`src/rtl/decoder_func_gen.sv`:
```
// rtl/decoder_func_gen.sv - serially configured N-to-2^N decoder driving M programmable sum-of-minterm functions
//
// Purpose:
//   Holds M minterm masks of 2^N bits each, loaded serially after cfg_start.
//   Once loaded, each accepted select word is one-hot decoded (stage 1) and
//   ANDed/ORed against every mask (stage 2), giving out_f two cycles later.
//
// Optional feature:
//   DEC_HITCNT_EN - adds hit_cnt, one saturating 16-bit counter per function.
//
// Ports:
//   clk           - sole clock, rising edge
//   rst           - asynchronous active-high reset
//   cfg_start     - pulse: enter LOAD, clear masks/counters, flush pipeline
//   cfg_bit_valid - qualifies cfg_bit while in LOAD
//   cfg_bit       - serial mask data; bit k -> mask[k / 2^N][k mod 2^N]
//   busy          - high while unconfigured or loading
//   en            - decoder enable, sampled with in_valid
//   in_valid      - qualifies in_data (accepted only in READY)
//   in_data       - N-bit select word
//   out_valid     - result valid, 2 cycles after an accepted input
//   out_f         - M function results, held while out_valid is low
//   hit_cnt       - (DEC_HITCNT_EN only) 16 bits per function, function m at [16m+15:16m]

module decoder_func_gen #(
  parameter int N = 4,
  parameter int M = 3
) (
  input  logic             clk,
  input  logic             rst,
  input  logic             cfg_start,
  input  logic             cfg_bit_valid,
  input  logic             cfg_bit,
  output logic             busy,
  input  logic             en,
  input  logic             in_valid,
  input  logic [N-1:0]     in_data,
  output logic             out_valid,
  output logic [M-1:0]     out_f
`ifdef DEC_HITCNT_EN
  ,
  output logic [16*M-1:0]  hit_cnt
`endif
);

  localparam int NM    = 1 << N;          // minterms per function
  localparam int TOTAL = M * NM;          // serial bits per full load
  localparam int CW    = $clog2(TOTAL + 1);

  localparam logic [1:0] ST_UNCFG = 2'd0;
  localparam logic [1:0] ST_LOAD  = 2'd1;
  localparam logic [1:0] ST_READY = 2'd2;

  logic [1:0]        state_q,     state_d;
  logic [CW-1:0]     bit_cnt_q,   bit_cnt_d;
  logic [TOTAL-1:0]  mask_q,      mask_d;
  logic              s1_valid_q,  s1_valid_d;
  logic [NM-1:0]     s1_dec_q,    s1_dec_d;
  logic              out_valid_q, out_valid_d;
  logic [M-1:0]      out_f_q,     out_f_d;

  logic [NM-1:0]     dec_w;
  logic [M-1:0]      fn_w;
  logic              accept_in;
  logic              last_bit;

  // In-range select word is exactly N bits wide, so the index always hits.
  always_comb begin
    dec_w          = '0;
    dec_w[in_data] = en;
  end

  always_comb begin
    fn_w = '0;
    for (int m = 0; m < M; m++) begin
      fn_w[m] = |(s1_dec_q & mask_q[m*NM +: NM]);
    end
  end

  // cfg_start steals the cycle: any in_valid alongside it is dropped.
  assign accept_in = in_valid && (state_q == ST_READY) && !cfg_start;
  assign last_bit  = (bit_cnt_q == CW'(TOTAL - 1));

  always_comb begin
    state_d     = state_q;
    bit_cnt_d   = bit_cnt_q;
    mask_d      = mask_q;
    s1_valid_d  = accept_in;
    s1_dec_d    = s1_dec_q;
    out_valid_d = s1_valid_q;
    out_f_d     = out_f_q;

    if (accept_in) begin
      s1_dec_d = dec_w;
    end
    if (s1_valid_q) begin
      out_f_d = fn_w;
    end

    if (cfg_start) begin
      state_d     = ST_LOAD;
      bit_cnt_d   = '0;
      mask_d      = '0;
      s1_valid_d  = 1'b0;
      out_valid_d = 1'b0;
    end else if (state_q == ST_LOAD && cfg_bit_valid) begin
      // Shift in from the top: after exactly TOTAL bits the first bit sits
      // at index 0, so serial bit k ends up at mask index k.
      mask_d = {cfg_bit, mask_q[TOTAL-1:1]};
      if (last_bit) begin
        state_d   = ST_READY;
        bit_cnt_d = '0;
      end else begin
        bit_cnt_d = bit_cnt_q + CW'(1);
      end
    end
  end

  always_ff @(posedge clk or posedge rst) begin
    if (rst) begin
      state_q     <= ST_UNCFG;
      bit_cnt_q   <= '0;
      mask_q      <= '0;
      s1_valid_q  <= 1'b0;
      s1_dec_q    <= '0;
      out_valid_q <= 1'b0;
      out_f_q     <= '0;
    end else begin
      state_q     <= state_d;
      bit_cnt_q   <= bit_cnt_d;
      mask_q      <= mask_d;
      s1_valid_q  <= s1_valid_d;
      s1_dec_q    <= s1_dec_d;
      out_valid_q <= out_valid_d;
      out_f_q     <= out_f_d;
    end
  end

  assign busy      = (state_q != ST_READY);
  assign out_valid = out_valid_q;
  assign out_f     = out_f_q;

`ifdef DEC_HITCNT_EN
  logic [16*M-1:0] hit_q, hit_d;

  always_comb begin
    hit_d = hit_q;
    for (int m = 0; m < M; m++) begin
      if (cfg_start) begin
        hit_d[16*m +: 16] = 16'h0000;
      end else if (out_valid_q && out_f_q[m] && (hit_q[16*m +: 16] != 16'hFFFF)) begin
        hit_d[16*m +: 16] = hit_q[16*m +: 16] + 16'd1;
      end
    end
  end

  always_ff @(posedge clk or posedge rst) begin
    if (rst) begin
      hit_q <= '0;
    end else begin
      hit_q <= hit_d;
    end
  end

  assign hit_cnt = hit_q;
`endif

endmodule

```
`config.mk`:
```
export PLATFORM = sky130hd
export DESIGN_NAME = decoder_func_gen
export DESIGN_NICKNAME = d
export VERILOG_FILES = /design/src/rtl/decoder_func_gen.sv
export SDC_FILE = /design/constraint.sdc
export NUM_CORES = 1
export LEC_CHECK = 0
export CORE_MARGIN = 2
export CORE_UTILIZATION = 35
export CTS_CLUSTER_DIAMETER = 50
export DETAILED_ROUTE_END_ITERATION = 12
export GPL_TIMING_DRIVEN = 0
export PLACE_DENSITY_LB_ADDON = 0.05
export SYNTH_ARGS = -nofsm -noshare
export SYNTH_HDL_FRONTEND = slang
export SYNTH_SLANG_ARGS = --single-unit
```
`constraint.sdc`:
```
create_clock -name clk -period 2.8 [get_ports clk]
set_clock_uncertainty 0.2 [all_clocks]
set_input_delay 0.42 -clock clk [delete_from_list [all_inputs] [get_ports clk]]
set_output_delay 0.42 -clock clk [all_outputs]
set_load 0.02 [all_outputs]
```
Word level (Yosys, flattened, before mapping)
Index checks and enable logic that the tools add are counted.
Storage, ports and cells
  register bits after elaboration: 77
  output and inout port bits: 5
Cells by class
  muxes and demuxes: 12
  bitwise logic cells: 4
  equality and inequality tests: 4
  reduce and logical (&&, ||, !) cells: 11
  $add $sub $neg: 1
  magnitude comparators: 2
Operators by type and width (count)
  two-way mux 48 bit: 2
  AND 16 bit: 4
  OR reduction 16 bit: 3
  two-way mux 6 bit: 3
  adder 6 x 1 -> 6 bit (second input constant): 1
  equality test 6 bit (second input constant): 1
  two-way mux 2 bit: 3
  less-than comparator 4 x 5 -> 1 bit (second input constant): 1
  demux 1 bit (select 4 bit): 1
  >= comparator 4 x 1 -> 1 bit (second input constant): 1
  logical AND 1 bit: 4
  nonzero test 2 bit: 2
  two-way mux 1 bit: 3
  equality test 2 x 1 -> 1 bit (second input constant): 1
  equality test 2 bit (second input constant): 1
  != test 2 bit (second input constant): 1
  AND reduction 2 bit: 1
  logical NOT 1 bit: 1

Depth between registers and ports, before layout
Gate-level depths: netlist of run 1.
  depth in word-level cells: 5
  mapped depth: 5
  mapped depth without buffers: 5

Worst setup path before layout of run 1
OpenSTA, ideal clock, no wires.
  path kind: reg-to-reg
  from: register bit_cnt_q[0]
  to: register bit_cnt_q[3]
  slack: 1192 ps
  library setup time: 136 ps
  data required time: 2464 ps
  arrival time: 1271 ps
  period minus slack after synthesis: 1608 ps
  cell stages (with the launch flop): 6
  cell sequence: dfrtp_1 -> ha_1 -> nand3_1 -> or3b_4 -> a31oi_1 -> a21oi_1
Between the ends
  cells in the longest elaborated chain, start to end: 4
  elaborated cells on any way between the ends: 5
RTL lines
  from (decl): RTL line 55  | logic [CW-1:0] bit_cnt_q, bit_cnt_d;
  from (signal assigned): RTL line 130  | bit_cnt_q <= bit_cnt_d;
  adder 6 x 1 -> 6 bit / equality test 6 bit (equally long branches): RTL line 114, 82
  two-way mux 6 bit (*): RTL line 110  | if (last_bit) begin
  two-way mux 6 bit (*): RTL line 106  | end else if (state_q == ST_LOAD && cfg_bit_valid) begin
  two-way mux 6 bit (*): RTL line 100  | if (cfg_start) begin
Mark *: on every way between the ends. The rest lies on a longest branch, timed or not. The select of a mux whose other input is x is not followed.
A chain may end at the register's enable or synchronous reset.

Worst setup path after layout of run 1
  from: register state_q[1]
  to: output busy
Between the ends
  cells in the longest elaborated chain, start to end: 1
RTL lines
  from (decl): RTL line 54  | logic [1:0] state_q, state_d;
  from (signal assigned): RTL line 129  | state_q <= state_d;
  != test 2 bit: RTL line 139  | assign busy = (state_q != ST_READY);
  to (decl): RTL line 34  | output logic busy,
Every way passes these cells.

==> flow_metrics.tcl, run 1 <==
set metrics [dict create \
    insertion_delay_ns 0.35 \
    regArea_um2 1930 \
    reg2reg_from "bit_cnt_q[0]$_DFFE_PP0P_" \
    dr.first_iter.drc_count 167 \
    cts_buffers 9 \
    multi_input_area_um2 1290 \
    yosysUniqueCellTypes 34 \
    fill_cells 949 \
    remaining_drc_errors 0 \
    final_nets 390 \
    antenna_left 0 \
    cp_max_fo 5 \
    viasPerCell 5.39 \
    crit_required_ns 2.18 \
    drive_gt1_share_pct 7.09 \
    yosys_warnings 0 \
    cts_resized 0 \
    crit_start "state_q[1]$_DFFE_PP0P_" \
    status "completed" \
    cts_tree "done" \
    grt_pass1_vias 2579 \
    wl_um 8950 \
    hp-class "primary input to asynchronous set/reset pin" \
    dr_total_vias 2651 \
    num_io_pins 16 \
    tightest_slew_ns 0.532 \
    htree_levels 3 \
    synth_nets 363 \
    io_buffers 15 \
    crit_arrival_ns 1.46 \
    syn_inst 351 \
    synth.yosys.seq_area_share_pct 58.2 \
    die_w_um 101 \
    p_leak_nw 1.54 \
    core-area_um2 9200 \
    crit_type "flop to primary output" \
    syn_area_um2 3310 \
    setup_ws_ns 0.720 \
    final_max_slew_viol_count 0 \
    place_hpwl_um 6240 \
    cap_violations 0 \
    drt_first_pass_iters 4 \
    synth_seq_cells 77 \
    track_usage_pct 19.1 \
    p_per_area_nw_per_um2 522 \
    clk_pin_slew_ns 0.08 \
    avgSynthCellArea_um2 9.44 \
    peakVddDrop_v 0.000175 \
    cts_root_buffer "clkbuf_8" \
    diodes 0 \
    setup_viol 0 \
    period_needed_ns 2.08 \
    grt_pass1_wl_um 14700 \
    place_area_um2 3630 \
    grt_max_degree 69 \
    fin_area_um2 3800 \
    dp_slack_ns 0.519 \
    die_area_um2 10300 \
    clock-sinks 77 \
    die_h_um 101 \
    relSlewSlack_pct 64.5 \
    worst_setup_path_start_kind "flop" \
    crit_path_end_kind "primary output" \
    hold_viol_final 0 \
    cts_setup_buffers 0 \
    rsz0062_at_grt "false" \
    fin_crit_sh_pct 74.3 \
    area_growth_syn_to_layout_pct 14.6 \
    cts_hold_buf 0 \
    antenna_found_initial 0 \
    detail_route.wl_per_cell_um 18.2 \
    fmax_mhz 481 \
    row_count 35 \
    place.gp.congestion 0.786 \
    overflow 0 \
    start_util_pct 36.0 \
    cts.path.max_buffers 2 \
]
-- synthesized netlist by cell type, drive strengths merged --
cell type / n / share of area [%]
nor2b: 1 / 0.19
clkbuf: 10 / 1.1
nand2b: 4 / 0.76
a22o: 10 / 2.6
or3: 1 / 0.19
nor3: 1 / 0.15
a22oi: 6 / 1.4
and3: 3 / 0.57
nand3b: 1 / 0.23
and3b: 1 / 0.26
or4: 1 / 0.23
a41oi: 3 / 0.79
xor2: 1 / 0.26
nor4: 1 / 0.19
a31oi: 1 / 0.19
or3b: 1 / 0.34
ha: 1 / 0.38
buf: 10 / 1.5
nand4: 2 / 0.38
a21oi: 55 / 8.3
dfrtp: 77 / 58
a221oi: 9 / 2.4
nor4b: 1 / 0.72
nor3b: 1 / 0.23
inv: 3 / 0.34
nor2: 6 / 0.68
nand4bb: 1 / 0.34
a32o: 2 / 0.60
o21ai: 15 / 2.3
nand3: 4 / 0.60
nand4b: 1 / 0.26
nand2: 116 / 13
o211ai: 1 / 0.23
-- routing by layer --
| layer | up-vias | track usage (%) | part of all wire, % |
|---|---|---|---|
| met3 | 12 | 2.55 | 4.7 |
| met4 | 0 | 7.17 | 1.8 |
| met2 | 57 | 29.8 | 46 |
| met5 | - | 0 | 0 |
| li1 | 1273 | - | - |
| met1 | 1309 | 27.4 | 47 |
-- flip-flops by register name, summed over array words and instances (netlist names) --
signal / count
mask_q: 48
s1_dec_q: 16
out_f: 3
out_valid: 1
s1_valid_q: 1
state_q: 2
bit_cnt_q: 6
-- report_power, final --
part	internal, mW	switching (mW)	leakage (nW)
clock	0.359	0.395	0.0881
sequential	1.11	0.00351	1.07
combinational	0.0303	0.0783	0.383
total	1.50	0.477	1.54
-- area by class of cell --
type / count / area share, %
Inverter: 3 / 0.362
Clock inverter: 2 / 0.264
Timing Repair Buffer: 16 / 4.68
Multi-Input combinational cell: 251 / 33.9
Tap cell: 111 / 3.66
Buffer: 20 / 2.31
Sequential cell: 77 / 50.7
Clock buffer: 12 / 4.09
-- path summary, 6_finish.rpt --
check | slack [ns] | to | cells after the start
max in group asynchronous | 1.72 | s1_dec_q[1]$_DFFE_PP0P_ | 3
worst max register to register | 1.04 | bit_cnt_q[3]$_DFFE_PP0P_ | 5
worst min register to register | 0.34 | mask_q[34]$_DFFE_PP0P_ | 2
min in group clk | 0.34 | mask_q[34]$_DFFE_PP0P_ | 2
worst min-delay path | 0.11 | state_q[1]$_DFFE_PP0P_ | 2
worst max-delay path | 0.72 | busy | 2
-- layout by cell type, fill, tap and decap left out, types with 9 or more instances in the layout --
cell / instances
a21oi_1: 55
a221oi_1: 9
a22o_1: 10
buf_2: 10
clkbuf_1: 11
clkbuf_8: 11
clkdlybuf4s50_1: 15
dfrtp_1: 77
nand2_1: 116
o21ai_0: 14
-- cell families after synthesis --
group                    synth area share (%)
AO/OA/AOI/OAI                            18.8
XOR/XNOR                                0.264
adder cells (fa/ha/maj)                 0.378
buffers and inverters                    2.98
flip-flops                               58.2
AND/OR/NAND/NOR                          19.4
-- worst max-delay path, stage by stage (launching register included) --
cell             delay [ns]
dfrtp_1                0.43
nand2b_1               0.09
clkdlybuf4s50_1        0.60
-- metrics by stage --
stage | utilization [%] | power, mW | hold slack, ns | TNS, ns | instances
floorplan | - | 1.20 | 0.293 | 0 | 351
global placement | 39.2 | 1.25 | 0.334 | -94.15 | 477
detailed placement | 39.5 | 1.25 | 0.334 | 0 | 478
CTS | 41.3 | 2.01 | 0.106 | 0 | 492
global route | 41.3 | 2.07 | 0.125 | 0 | 492
finish | 41.3 | 1.98 | 0.113 | 0 | 492
Power figures use the tool's default switching activity.
==> run 2, diff against run 1 <==
- clock period: 2.8 -> 1.8 ns (I/O delays scaled with it)
==> flow_metrics.tcl, run 2 (synthesis results as in run 1) <==
set metrics [dict create \
    status "completed" \
    grt_pass1_wl_um 15000 \
    relSlewSlack_pct 67.8 \
    dr_total_vias 2654 \
    cp_top_family "buffers and inverters" \
    fin_area_um2 3830 \
    overflow 0 \
    layout.cells.most_common_list "nand2_1, dfrtp_1, a21oi_1" \
    clock-sinks 77 \
    place.gp.congestion 0.802 \
    r2r-end "bit_cnt_q[3]$_DFFE_PP0P_" \
    hold_viol_final 0 \
    htree_levels 3 \
    hp-class "primary input to asynchronous set/reset pin" \
    drive_gt1_share_pct 9.66 \
    reg2reg_slack_ns 0.07 \
    cp_slowest_stage_delay_ns 0.59 \
    cp_max_fo 1 \
    setup_viol 0 \
    final_common_cell "nand2_1" \
    grt_max_degree 35 \
    cts_buffers 9 \
    die_w_um 101 \
    start_util_pct 36.0 \
    cts_root_buffer "clkbuf_8" \
    antenna_left 0 \
    crit_path_end_kind "primary output" \
    io_buffers 15 \
    largest_reg_flops 48 \
    die_area_um2 10300 \
    final_max_slew_viol_count 0 \
    grt_pass1_vias 2700 \
    holdWs_ns 0.0359 \
    p_leak_nw 1.57 \
    critPathBufInv 1 \
    r2r_cells 5 \
    viasPerCell 5.37 \
    antenna_found_initial 0 \
    peakVddDrop_v 0.000284 \
    core-area_um2 9200 \
    p_per_area_nw_per_um2 797 \
    place_hpwl_um 6310 \
    clk_pin_slew_ns 0.08 \
    area_growth_syn_to_layout_pct 15.6 \
    dr.first_iter.drc_count 142 \
    diodes 0 \
    track_usage_pct 19.5 \
    cts.path.max_buffers 2 \
    cpMaxStageDelayCell "clkdlybuf4s50_1" \
    insertion_delay_ns 0.35 \
    fmax_mhz 577 \
    fin_cells 494 \
    period_needed_ns 1.73 \
    drt_first_pass_iters 4 \
    power.total_mw 3.05 \
    cts_tree "done" \
    multi_input_area_um2 1290 \
    final_nets 391 \
    regArea_um2 1930 \
    cts_setup_buffers 0 \
    cap_violations 0 \
    rsz0062_at_grt "false" \
    place_inst 479 \
    crit_required_ns 1.33 \
    reg2reg_from "bit_cnt_q[0]$_DFFE_PP0P_" \
    fin_crit_sh_pct 96.3 \
    fill_cells 962 \
    place_area_um2 3650 \
    top_regs "mask_q (48), s1_dec_q (16), bit_cnt_q (6)" \
    crit_type "flop to primary output" \
    remaining_drc_errors 0 \
    max_flop_register "mask_q" \
    row_count 35 \
    tightest_slew_ns 0.483 \
    detail_route.wl_per_cell_um 18.2 \
    crit_arrival_ns 1.26 \
    worst_setup_path_start_kind "flop" \
    num_io_pins 16 \
    wl_um 8990 \
    die_h_um 101 \
    path_cells "clkdlybuf4s50_1" \
]
## run 2: cell count changes in the layout (fill, tap and decap cells not counted), sizes merged
cell	change
clkbuf	+4
dlygate4sd2	+4
buf	-2
clkdlybuf4s50	-4
inv	-1
clkinvlp	+1
## run 2: layout make-up
| class | instances | share of cell area (%) |
|---|---|---|
| tap | 111 | 3.63 |
| buffer | 20 | 2.87 |
| multi-input combinational | 251 | 33.8 |
| sequential | 77 | 50.3 |
| clock inverter | 2 | 0.261 |
| clock buffer | 13 | 3.89 |
| timing repair buffer | 17 | 4.84 |
| inverter | 3 | 0.392 |
## run 2: timing repair
action | 4_1_cts | 5_1_grt
endpoints found under the hold margin | 0 | 0
pin swaps | 0 | 2
gates resized for setup | 5 | 21
cloned | 0 | 0
endpoints found under the setup margin | 7 | 44
hold buffers | 0 | 0
## run 2: metal layers
metal	share of wire (%)	wire, µm	GRT usage (%)
met5	0	0	0
met4	1.7	154	7.80
met3	3.7	329	2.62
met2	46	4150	30.0
met1	48	4360	28.1
## run 2: report_power, final
part	switching (mW)	total (mW)	internal [mW]
Sequential	0.00597	1.74	1.73
Clock	0.607	1.14	0.529
Combinational	0.123	0.176	0.0535
## run 2: metrics by stage
step / util (%) / TNS, ns / setup WS [ns]
after floorplan: - / 0 / 0.192
after global placement: 39.2 / -55.35 / -0.536
after detailed placement: 39.6 / -15.23 / -0.347
after CTS: 41.3 / 0 / 0.00648
after global routing: 41.6 / 0 / 0.000700
final: 41.6 / 0 / 0.0663
## run 2: how the worst max path moves through the flow
stage	cells after the start	end	start	slack, ns
4_1_cts	5	mask_q[14]$_DFFE_PP0P_	state_q[1]$_DFFE_PP0P_	0.006
3_5_place_dp	4	mask_q[22]$_DFFE_PP0P_	cfg_start	-0.35
2_1_floorplan	5	bit_cnt_q[3]$_DFFE_PP0P_	bit_cnt_q[0]$_DFFE_PP0P_	0.19
6_report	1	out_valid	out_valid$_DFF_PP0_	0.07
3_3_place_gp	2	mask_q[19]$_DFFE_PP0P_	rst	-0.54
5_1_grt	5	mask_q[13]$_DFFE_PP0P_	state_q[1]$_DFFE_PP0P_	0.0007
